==> src/rtl/pattern_queue_if.sv <==
// Bus bundle for the rhythm-game note queue: chart pushes, beat/hit inputs,
// and the judged GOOD/BAD/MISS pulses going out to scoring.
interface pattern_queue_if #(
   parameter int LANES = 4,
   parameter int DEPTH = 16
);
   localparam int LW = $clog2(DEPTH + 1);

   logic             CLR;
   logic [LANES-1:0] I;
   logic             WE;
   logic             TICK;
   logic [LANES-1:0] HIT;
   logic             FULL;
   logic             EMPTY;
   logic [LW-1:0]    LEVEL;
   logic             OVF;
   logic [LANES-1:0] O;
   logic [LANES-1:0] GOOD;
   logic [LANES-1:0] BAD;
   logic [LANES-1:0] MISS;

   modport master (
      output CLR, I, WE, TICK, HIT,
      input  FULL, EMPTY, LEVEL, OVF, O, GOOD, BAD, MISS
   );

   modport slave (
      input  CLR, I, WE, TICK, HIT,
      output FULL, EMPTY, LEVEL, OVF, O, GOOD, BAD, MISS
   );
endinterface

==> src/rtl/pattern_queue.sv <==
// Circular queue of note rows feeding a hit-line head register; judges button
// pulses against the head and emits registered per-lane GOOD/BAD/MISS pulses.
module pattern_queue #(
   parameter int LANES = 4,
   parameter int DEPTH = 16
) (
   input logic             C,
   input logic             INIT_N,
   pattern_queue_if.slave  bus
);
   localparam int LW = $clog2(DEPTH + 1);
   localparam int PW = $clog2(DEPTH);

   logic [LANES-1:0] mem_q [DEPTH];
   logic [PW-1:0]    rdPtr_q, rdPtr_d;
   logic [PW-1:0]    wrPtr_q, wrPtr_d;
   logic [LW-1:0]    level_q, level_d;
   logic             ovf_q, ovf_d;
   logic [LANES-1:0] head_q, head_d;
   logic [LANES-1:0] good_q, good_d;
   logic [LANES-1:0] bad_q, bad_d;
   logic [LANES-1:0] miss_q, miss_d;
   logic             pushOk;
   logic             pop;
   logic             memWe;

   function automatic logic [PW-1:0] nextPtr(input logic [PW-1:0] p);
      return (p == PW'(DEPTH - 1)) ? '0 : p + PW'(1);
   endfunction

   // A full queue still accepts a push on TICK because the pop frees a slot the same edge.
   assign pushOk = bus.WE && ((level_q != LW'(DEPTH)) || bus.TICK);
   assign pop    = bus.TICK && (level_q != '0);

   always_comb begin
      rdPtr_d = rdPtr_q;
      wrPtr_d = wrPtr_q;
      level_d = level_q;
      ovf_d   = ovf_q;
      head_d  = head_q;
      good_d  = '0;
      bad_d   = '0;
      miss_d  = '0;
      memWe   = 1'b0;
      if (bus.CLR) begin
         rdPtr_d = '0;
         wrPtr_d = '0;
         level_d = '0;
         ovf_d   = 1'b0;
         head_d  = '0;
      end else begin
         good_d = bus.HIT & head_q;
         bad_d  = bus.HIT & ~head_q;
         if (bus.TICK) begin
            miss_d = head_q & ~bus.HIT;
            head_d = pop ? mem_q[rdPtr_q] : '0;
            if (pop) rdPtr_d = nextPtr(rdPtr_q);
         end else begin
            head_d = head_q & ~bus.HIT;
         end
         if (bus.WE) begin
            if (pushOk) begin
               memWe   = 1'b1;
               wrPtr_d = nextPtr(wrPtr_q);
            end else begin
               ovf_d = 1'b1;
            end
         end
         if (pushOk && !pop)      level_d = level_q + LW'(1);
         else if (!pushOk && pop) level_d = level_q - LW'(1);
      end
   end

   always_ff @(posedge C or negedge INIT_N) begin
      if (!INIT_N) begin
         rdPtr_q <= '0;
         wrPtr_q <= '0;
         level_q <= '0;
         ovf_q   <= 1'b0;
         head_q  <= '0;
         good_q  <= '0;
         bad_q   <= '0;
         miss_q  <= '0;
      end else begin
         rdPtr_q <= rdPtr_d;
         wrPtr_q <= wrPtr_d;
         level_q <= level_d;
         ovf_q   <= ovf_d;
         head_q  <= head_d;
         good_q  <= good_d;
         bad_q   <= bad_d;
         miss_q  <= miss_d;
      end
   end

   // Row storage is never reset; only pointers and LEVEL define validity.
   always_ff @(posedge C) begin
      if (memWe) mem_q[wrPtr_q] <= bus.I;
   end

   assign bus.FULL  = (level_q == LW'(DEPTH));
   assign bus.EMPTY = (level_q == '0);
   assign bus.LEVEL = level_q;
   assign bus.OVF   = ovf_q;
   assign bus.O     = head_q;
   assign bus.GOOD  = good_q;
   assign bus.BAD   = bad_q;
   assign bus.MISS  = miss_q;
endmodule

==> src/flat_wrapper.sv <==
// flat-port wrapper written by rule: the top's interface ports become plain ports
module pattern_queue_flat 
#(
   parameter int LANES = 4,
   parameter int DEPTH = 16
)
  (C, INIT_N, bus_CLR, bus_I, bus_WE, bus_TICK, bus_HIT, bus_FULL, bus_EMPTY, bus_LEVEL, bus_OVF, bus_O, bus_GOOD, bus_BAD, bus_MISS);
  pattern_queue_if #(.LANES(LANES), .DEPTH(DEPTH)) bus_i ();
  input logic C;
  input logic INIT_N;
  input wire logic [$bits(bus_i.CLR)-1:0] bus_CLR;
  input wire logic [$bits(bus_i.I)-1:0] bus_I;
  input wire logic [$bits(bus_i.WE)-1:0] bus_WE;
  input wire logic [$bits(bus_i.TICK)-1:0] bus_TICK;
  input wire logic [$bits(bus_i.HIT)-1:0] bus_HIT;
  output wire logic [$bits(bus_i.FULL)-1:0] bus_FULL;
  output wire logic [$bits(bus_i.EMPTY)-1:0] bus_EMPTY;
  output wire logic [$bits(bus_i.LEVEL)-1:0] bus_LEVEL;
  output wire logic [$bits(bus_i.OVF)-1:0] bus_OVF;
  output wire logic [$bits(bus_i.O)-1:0] bus_O;
  output wire logic [$bits(bus_i.GOOD)-1:0] bus_GOOD;
  output wire logic [$bits(bus_i.BAD)-1:0] bus_BAD;
  output wire logic [$bits(bus_i.MISS)-1:0] bus_MISS;
  assign bus_i.CLR = bus_CLR;
  assign bus_i.I = bus_I;
  assign bus_i.WE = bus_WE;
  assign bus_i.TICK = bus_TICK;
  assign bus_i.HIT = bus_HIT;
  assign bus_FULL = bus_i.FULL;
  assign bus_EMPTY = bus_i.EMPTY;
  assign bus_LEVEL = bus_i.LEVEL;
  assign bus_OVF = bus_i.OVF;
  assign bus_O = bus_i.O;
  assign bus_GOOD = bus_i.GOOD;
  assign bus_BAD = bus_i.BAD;
  assign bus_MISS = bus_i.MISS;
  pattern_queue #(.LANES(LANES), .DEPTH(DEPTH)) u_core (.C(C), .INIT_N(INIT_N), .bus(bus_i));
endmodule
==> config.mk <==
export PLATFORM = sky130hd
export DESIGN_NAME = pattern_queue_flat
export DESIGN_NICKNAME = d
export VERILOG_FILES = /design/src/rtl/pattern_queue_if.sv /design/src/rtl/pattern_queue.sv /design/src/flat_wrapper.sv
export SDC_FILE = /design/constraint.sdc
export NUM_CORES = 1
export LEC_CHECK = 0
export ABC_AREA = 1
export ABC_CLOCK_PERIOD_IN_PS = 3330
export CAP_MARGIN = 5
export CORE_MARGIN = 2
export CORE_UTILIZATION = 35
export CTS_CLUSTER_SIZE = 20
export DETAILED_ROUTE_END_ITERATION = 6
export SETUP_SLACK_MARGIN = 0.15
export SKIP_LAST_GASP = 1
export SLEW_MARGIN = 25
export SYNTH_ARGS = -nofsm -noshare
export SYNTH_HDL_FRONTEND = slang
export SYNTH_SLANG_ARGS = --single-unit
==> constraint.sdc <==
create_clock -name C -period 3.33 [get_ports C]
set_input_delay 0.666 -clock C [delete_from_list [all_inputs] [get_ports C]]
set_output_delay 0.666 -clock C [all_outputs]
set_load 0.05 [all_outputs]
==> qor.yml, run 1 <==
outcome:
  status: "completed"
power_and_ir_drop:
  leakagePower_nw: 2.30
  peakVddDrop_mv: 0.359
  powerDensity_nw_per_um2: 695
yosys:
  seq_area_frac_synth: 0.608
  ys_ff_latch: 94
  ys_types: 29
  muxShareOfSynthArea: 0
  syn_area_um2: 4390
  yosys_warnings: 0
  synth_edf_count: 64
  syn_nets: 483
  avgSynthCellArea_um2: 9.55
  synth-simple-area-share: 0.233
  synthCells: 460
  async_reset_ff_frac: 0.319
  synth_adder_area_share: 0.0302
  synth_compound_area_frac: 0.0313
  synth_top_family_by_area: "simple AND/OR/NAND/NOR gates"
  synthXorXnorAreaFrac: 0.00797
  synth-main-ff-cell: "edfxtp_1"
floorplanning:
  io_pins: 37
  initial_core_util: 0.363
  rows: 40
  die_y_um: 116
  core_area_um2: 12100
  dieArea_um2: 13500
  die-width_um: 116
drt:
  vias_per_cell: 4.49
  routed_wl_mm: 9.12
  first_iter_violations: 181
  ant_nets: 0
  firstDrtPassIters: 4
  drt_drc_violations_left: 0
  vias: 3013
  wire_per_inst_um: 13.6
final_layout:
  layout.area.seq_um2: 2670
  drive_above_1_share: 0.0716
  mostFrequentLayoutCells: "nand2_1 (143), inv_1 (77), edfxtp_1 (64)"
  multiInputGateArea_um2: 1330
  fin_cells: 671
  insertedDiodeCount: 0
  fill_cells: 1183
  area_growth_pct: 18.2
  final_nets: 521
  final_common_cell: "nand2_1"
place:
  place_hpwl_mm: 6.21
  place.gp.congestion: 0.848
  place_inst: 655
  port_buffers: 36
timing:
  fmax_ghz: 0.373
  fin_setup_tns_ns: 0
  maxSlewHeadroom: 0.528
  rsz0062_at_grt: "no"
  post-route-period-util: 0.806
  setup_violations: 0
  fin_skew_ns: 0.0102
  period_needed_ns: 2.68
  slew_violations: 0
  hold_ws_ns: 0.508
  worst_pin_slew_ns: 0.706
  hold_violations: 0
worst_setup_path:
  start_kind: "flop"
  critPathSlowestCell: "clkdlybuf4s50_1"
  path_buf_inv: 1
  required_ns: 2.66
  crit_family: "buffers and inverters"
  worst-path-max-fanout: 6
  cp-end-kind: "output pin"
  worst_ep_arrival_time_ns: 2.02
  cp_cell_sequence: "nor2_4 > nand2_1 > nor2_1 > clkdlybuf4s50_1"
  critical_path_class: "reg2out"
  slowest_delay_ns: 0.82
grt:
  antenna_found_initial: 0
  grt_overflow_total: 0
  grt_pass1_wl_mm: 14.9
  grt_usage: 0.148
  grt_pass1_vias: 2893
  grt_max_degree: 36
clocking:
  clk_latency_ns: 0.34
  hold_buffers: 0
  cts_tree: "done"
  cts-resized-gates: 0
  cts_made_buffers: 9
  cts_max_path_buffers: 2
  post_cts_buffers: 0
  clk_pin_slew_worst_paths_ns: 0.07
  ctsHtreeMaxLevel: 3
  root_buffer: "clkbuf_16"
  cts.sinks: 94
min_path:
  hold_class: "reg2reg"
job:
  maxCapViolations: 0
==> path summary, 6_finish.rpt <==
| kind | startpoint | to | slack (ns) | cells past startpoint |
|---|---|---|---|---|
| min in group asynchronous | INIT_N | u_core.bus.LEVEL[4] | 0.71 | 2 |
| worst max register to register | u_core.bus.LEVEL[0] | u_core.bus.LEVEL[4] | 1.09 | 15 |
| worst min register to register | u_core.bus.O[3] | u_core.bus.BAD[3] | 0.51 | 1 |
| worst min-delay path | u_core.bus.O[3] | u_core.bus.BAD[3] | 0.51 | 1 |
| max in group asynchronous | INIT_N | u_core.bus.O[3] | 2.34 | 2 |
| worst max-delay path | u_core.bus.LEVEL[0] | bus_FULL | 0.65 | 4 |
==> state kept, by name (all words and copies together), names as in the netlist <==
signal,flops
u_core.bus.GOOD,4
u_core.bus.LEVEL,5
u_core.mem_q,64
u_core.bus.OVF,1
u_core.bus.MISS,4
u_core.bus.BAD,4
u_core.bus.O,4
u_core.rdPtr_q,4
u_core.wrPtr_q,4
==> cell usage after synthesis (4+ instances only) <==
master,number,share of area
buf_2,7,0.0080
a21oi_1,8,0.0091
inv_2,4,0.0034
dfrtp_1,30,0.17
xor2_1,4,0.0080
nand2_1,143,0.12
nand3_1,52,0.059
inv_1,77,0.066
edfxtp_1,64,0.44
o21ai_0,5,0.0057
nor2_1,23,0.020
nor3_1,9,0.010
ha_1,9,0.026
==> metrics by stage <==
stage                     power, W  instance area [µm²]   util  worst slack (ns)
final                      0.00361                 5190  0.429             0.647
after global routing       0.00385                 5190  0.429             0.532
after CTS                  0.00364                 5190  0.429             0.622
after detailed placement   0.00268                 4920  0.406             0.508
after global placement     0.00267                 4920  0.406             0.528
after floorplan            0.00235                 4390      -              1.01
==> report_power, final <==
| part | leakage [nW] | switching [W] | total (W) | internal [W] |
|---|---|---|---|---|
| combinational | 1.18 | 0.000835 | 0.00124 | 0.000406 |
| clock | 0.141 | 0.000435 | 0.000950 | 0.000515 |
| sequential | 0.983 | 0.0000972 | 0.00142 | 0.00132 |
| total | 2.30 | 0.00137 | 0.00361 | 0.00224 |
==> cell type report <==
type / count / area share
flip-flops and latches: 94 / 0.515
multi-input cells: 270 / 0.256
repair buffers: 40 / 0.0752
inverters: 83 / 0.0610
clock buffers: 10 / 0.0443
well taps: 168 / 0.0405
clock inverters: 6 / 0.00844
==> metal layers <==
metal	vias up	share of wire	track usage
met5	-	0	0
met4	0	0.014	0.0468
met3	9	0.041	0.0408
met2	56	0.48	0.230
met1	1410	0.47	0.203
li1	1538	-	-
==> kinds of logic (layout without fill, tap and decap cells) <==
| family | Yosys count | in the layout |
|---|---|---|
| xor gates and xnor gates | 4 | 4 |
| AOI/OAI and AO/OA | 21 | 21 |
| adders and majority gates | 10 | 10 |
| buffers and inverters | 96 | 139 |
| and+or+nand+nor | 235 | 235 |
| DFF | 94 | 94 |
No activity file was read; power rests on OpenSTA's default activity.
==> inputs of run 2 (changes only) <==
ABC_CLOCK_PERIOD_IN_PS = 2800   (was 3330)
clock period = 2.8 ns   (was 3.33 ns; I/O delays follow)
==> qor.yml, run 2 (synthesis gave the netlist of run 1 again) <==
drt:
  vias: 3082  # +2.3%
  routed_wl_mm: 9.27  # +1.7%
  ant_nets: 0  # unchanged
  vias_per_cell: 4.58  # +2.0%
  drt_drc_violations_left: 0  # unchanged
  first_iter_violations: 231  # +28%
  wire_per_inst_um: 13.8  # +1.4%
  firstDrtPassIters: 4  # unchanged
floorplanning:
  die_y_um: 116  # unchanged
  dieArea_um2: 13500  # unchanged
  initial_core_util: 0.363  # unchanged
  rows: 40  # unchanged
  die-width_um: 116  # unchanged
  core_area_um2: 12100  # unchanged
  io_pins: 37  # unchanged
timing:
  hold_violations: 0  # unchanged
  setup_violations: 0  # unchanged
  rsz0062_at_grt: "no"
  fin_setup_tns_ns: 0  # unchanged
  period_needed_ns: 2.55
  fin_skew_ns: 0.00671  # -0.00347 ns
  maxSlewHeadroom: 0.509  # -0.0188
  slew_violations: 0  # unchanged
  worst_pin_slew_ns: 0.734  # +0.0281 ns
  fmax_ghz: 0.393
  post-route-period-util: 0.909
min_path:
  hold_start: "u_core.bus.O[3]"
  hold_class: "reg2reg"
final_layout:
  insertedDiodeCount: 0  # unchanged
  drive_above_1_share: 0.0752  # +0.00368
  regMostFlops: "u_core.mem_q"
  area_growth_pct: 19.3
  final_nets: 523  # +0.38%
  final_common_cell: "nand2_1"
  largest_register_ffs: 64  # unchanged
  fin_cells: 673  # +0.30%
  fill_cells: 1185  # +0.17%
  mostFrequentLayoutCells: "nand2_1 (143), inv_1 (77), edfxtp_1 (64)"
worst_setup_path:
  required_ns: 2.24  # -0.42 ns
  critPathSlowestCell: "clkdlybuf4s50_1"
  start_kind: "flop"
  worst_ep_arrival_time_ns: 1.99  # -0.03 ns
  slowest_delay_ns: 0.79  # -0.03 ns
  worst-path-max-fanout: 5  # -1
  cp_cell_sequence: "nor2_4 > nand3_2 > inv_1 > clkdlybuf4s50_1"
  regToRegStartpoint: "u_core.bus.LEVEL[1]"
  cp-end-kind: "output pin"
  crit_start: "u_core.bus.LEVEL[1]"
  critical_path_class: "reg2out"
clocking:
  cts_made_buffers: 9  # unchanged
  cts.sinks: 94  # unchanged
  ctsHtreeMaxLevel: 3  # unchanged
  cts_max_path_buffers: 2  # unchanged
  clk_latency_ns: 0.35  # about the same
  clk_pin_slew_worst_paths_ns: 0.07  # about the same
  cts_tree: "done"
  root_buffer: "clkbuf_16"
outcome:
  status: "completed"
power_and_ir_drop:
  peakVddDrop_mv: 0.391  # +9.1%
  powerDensity_nw_per_um2: 843  # +21%
  leakagePower_nw: 2.33  # +1.4%
place:
  place_hpwl_mm: 6.37  # +2.5%
  port_buffers: 36  # unchanged
  place.gp.congestion: 0.852  # +0.53%
  place_inst: 657  # +0.31%
grt:
  grt_usage: 0.150  # +0.00151
  grt_pass1_vias: 3114  # +7.6%
  antenna_found_initial: 0  # unchanged
  grt_overflow_total: 0  # unchanged
  grt_pass1_wl_mm: 15.2  # +2.5%
  grt_max_degree: 35  # -2.8%
job:
  maxCapViolations: 0  # unchanged
==> run 2: what timing repair did <==
action                                  CTS  global route
hold buffers                              0             0
endpoints found under the setup margin    0             1
buffers inserted                          0             0
resized for setup                         0             1
==> run 2: report_power, final <==
group          switching (W)  internal, W
clock               0.000549     0.000704
combinational       0.000991     0.000483
sequential          0.000122      0.00157
==> run 2: worst max-delay path, delay by kind of cell, from the launching register on <==
family,cells,cell delay [ns]
buf+inv,2,0.86
flops,1,0.50
simple gates,2,0.28
==> run 2: per-stage QoR <==
stage / instance area (µm²) / hold WS, ns / power [W] / setup WS [ns] / utilization
2_1_floorplan: 4390 / 0.264 / 0.00279 / 0.483 / -
3_3_place_gp: 4930 / 0.483 / 0.00317 / 0.148 / 0.407
3_5_place_dp: 4930 / 0.487 / 0.00320 / 0.0975 / 0.407
4_1_cts: 5240 / 0.506 / 0.00444 / 0.195 / 0.432
5_1_grt: 5240 / 0.528 / 0.00469 / 0.185 / 0.433
6_report: 5240 / 0.503 / 0.00442 / 0.254 / 0.433
==> run 2: final timing paths <==
check,end,slack (ns),cells past startpoint
setup / recovery,bus_EMPTY,0.25,4
hold / removal,u_core.bus.BAD[3],0.50,1
setup reg to reg,u_core.bus.LEVEL[4],0.51,15
hold reg to reg,u_core.bus.BAD[3],0.50,1
max in group asynchronous,u_core.bus.LEVEL[4],1.92,2
min in group asynchronous,u_core.bus.GOOD[1],0.60,2
==> run 2: area by class of cell <==
type | count | area, µm² | area share
clock buffers | 9 | 225 | 0.0430
clock inverters | 7 | 80.1 | 0.0153
multi-input cells | 270 | 1330 | 0.253
flip-flops and latches | 94 | 2670 | 0.510
inverters | 83 | 317 | 0.0604
repair buffers | 42 | 408 | 0.0778
well taps | 168 | 210 | 0.0401
==> run 2: routing by layer <==
metal	GRT usage	share of wire	vias to the layer above
met3	0.0314	0.043	13
met4	0.0571	0.017	0
li1	-	-	1539
met1	0.193	0.46	1468
met2	0.249	0.48	62
met5	0	0	-
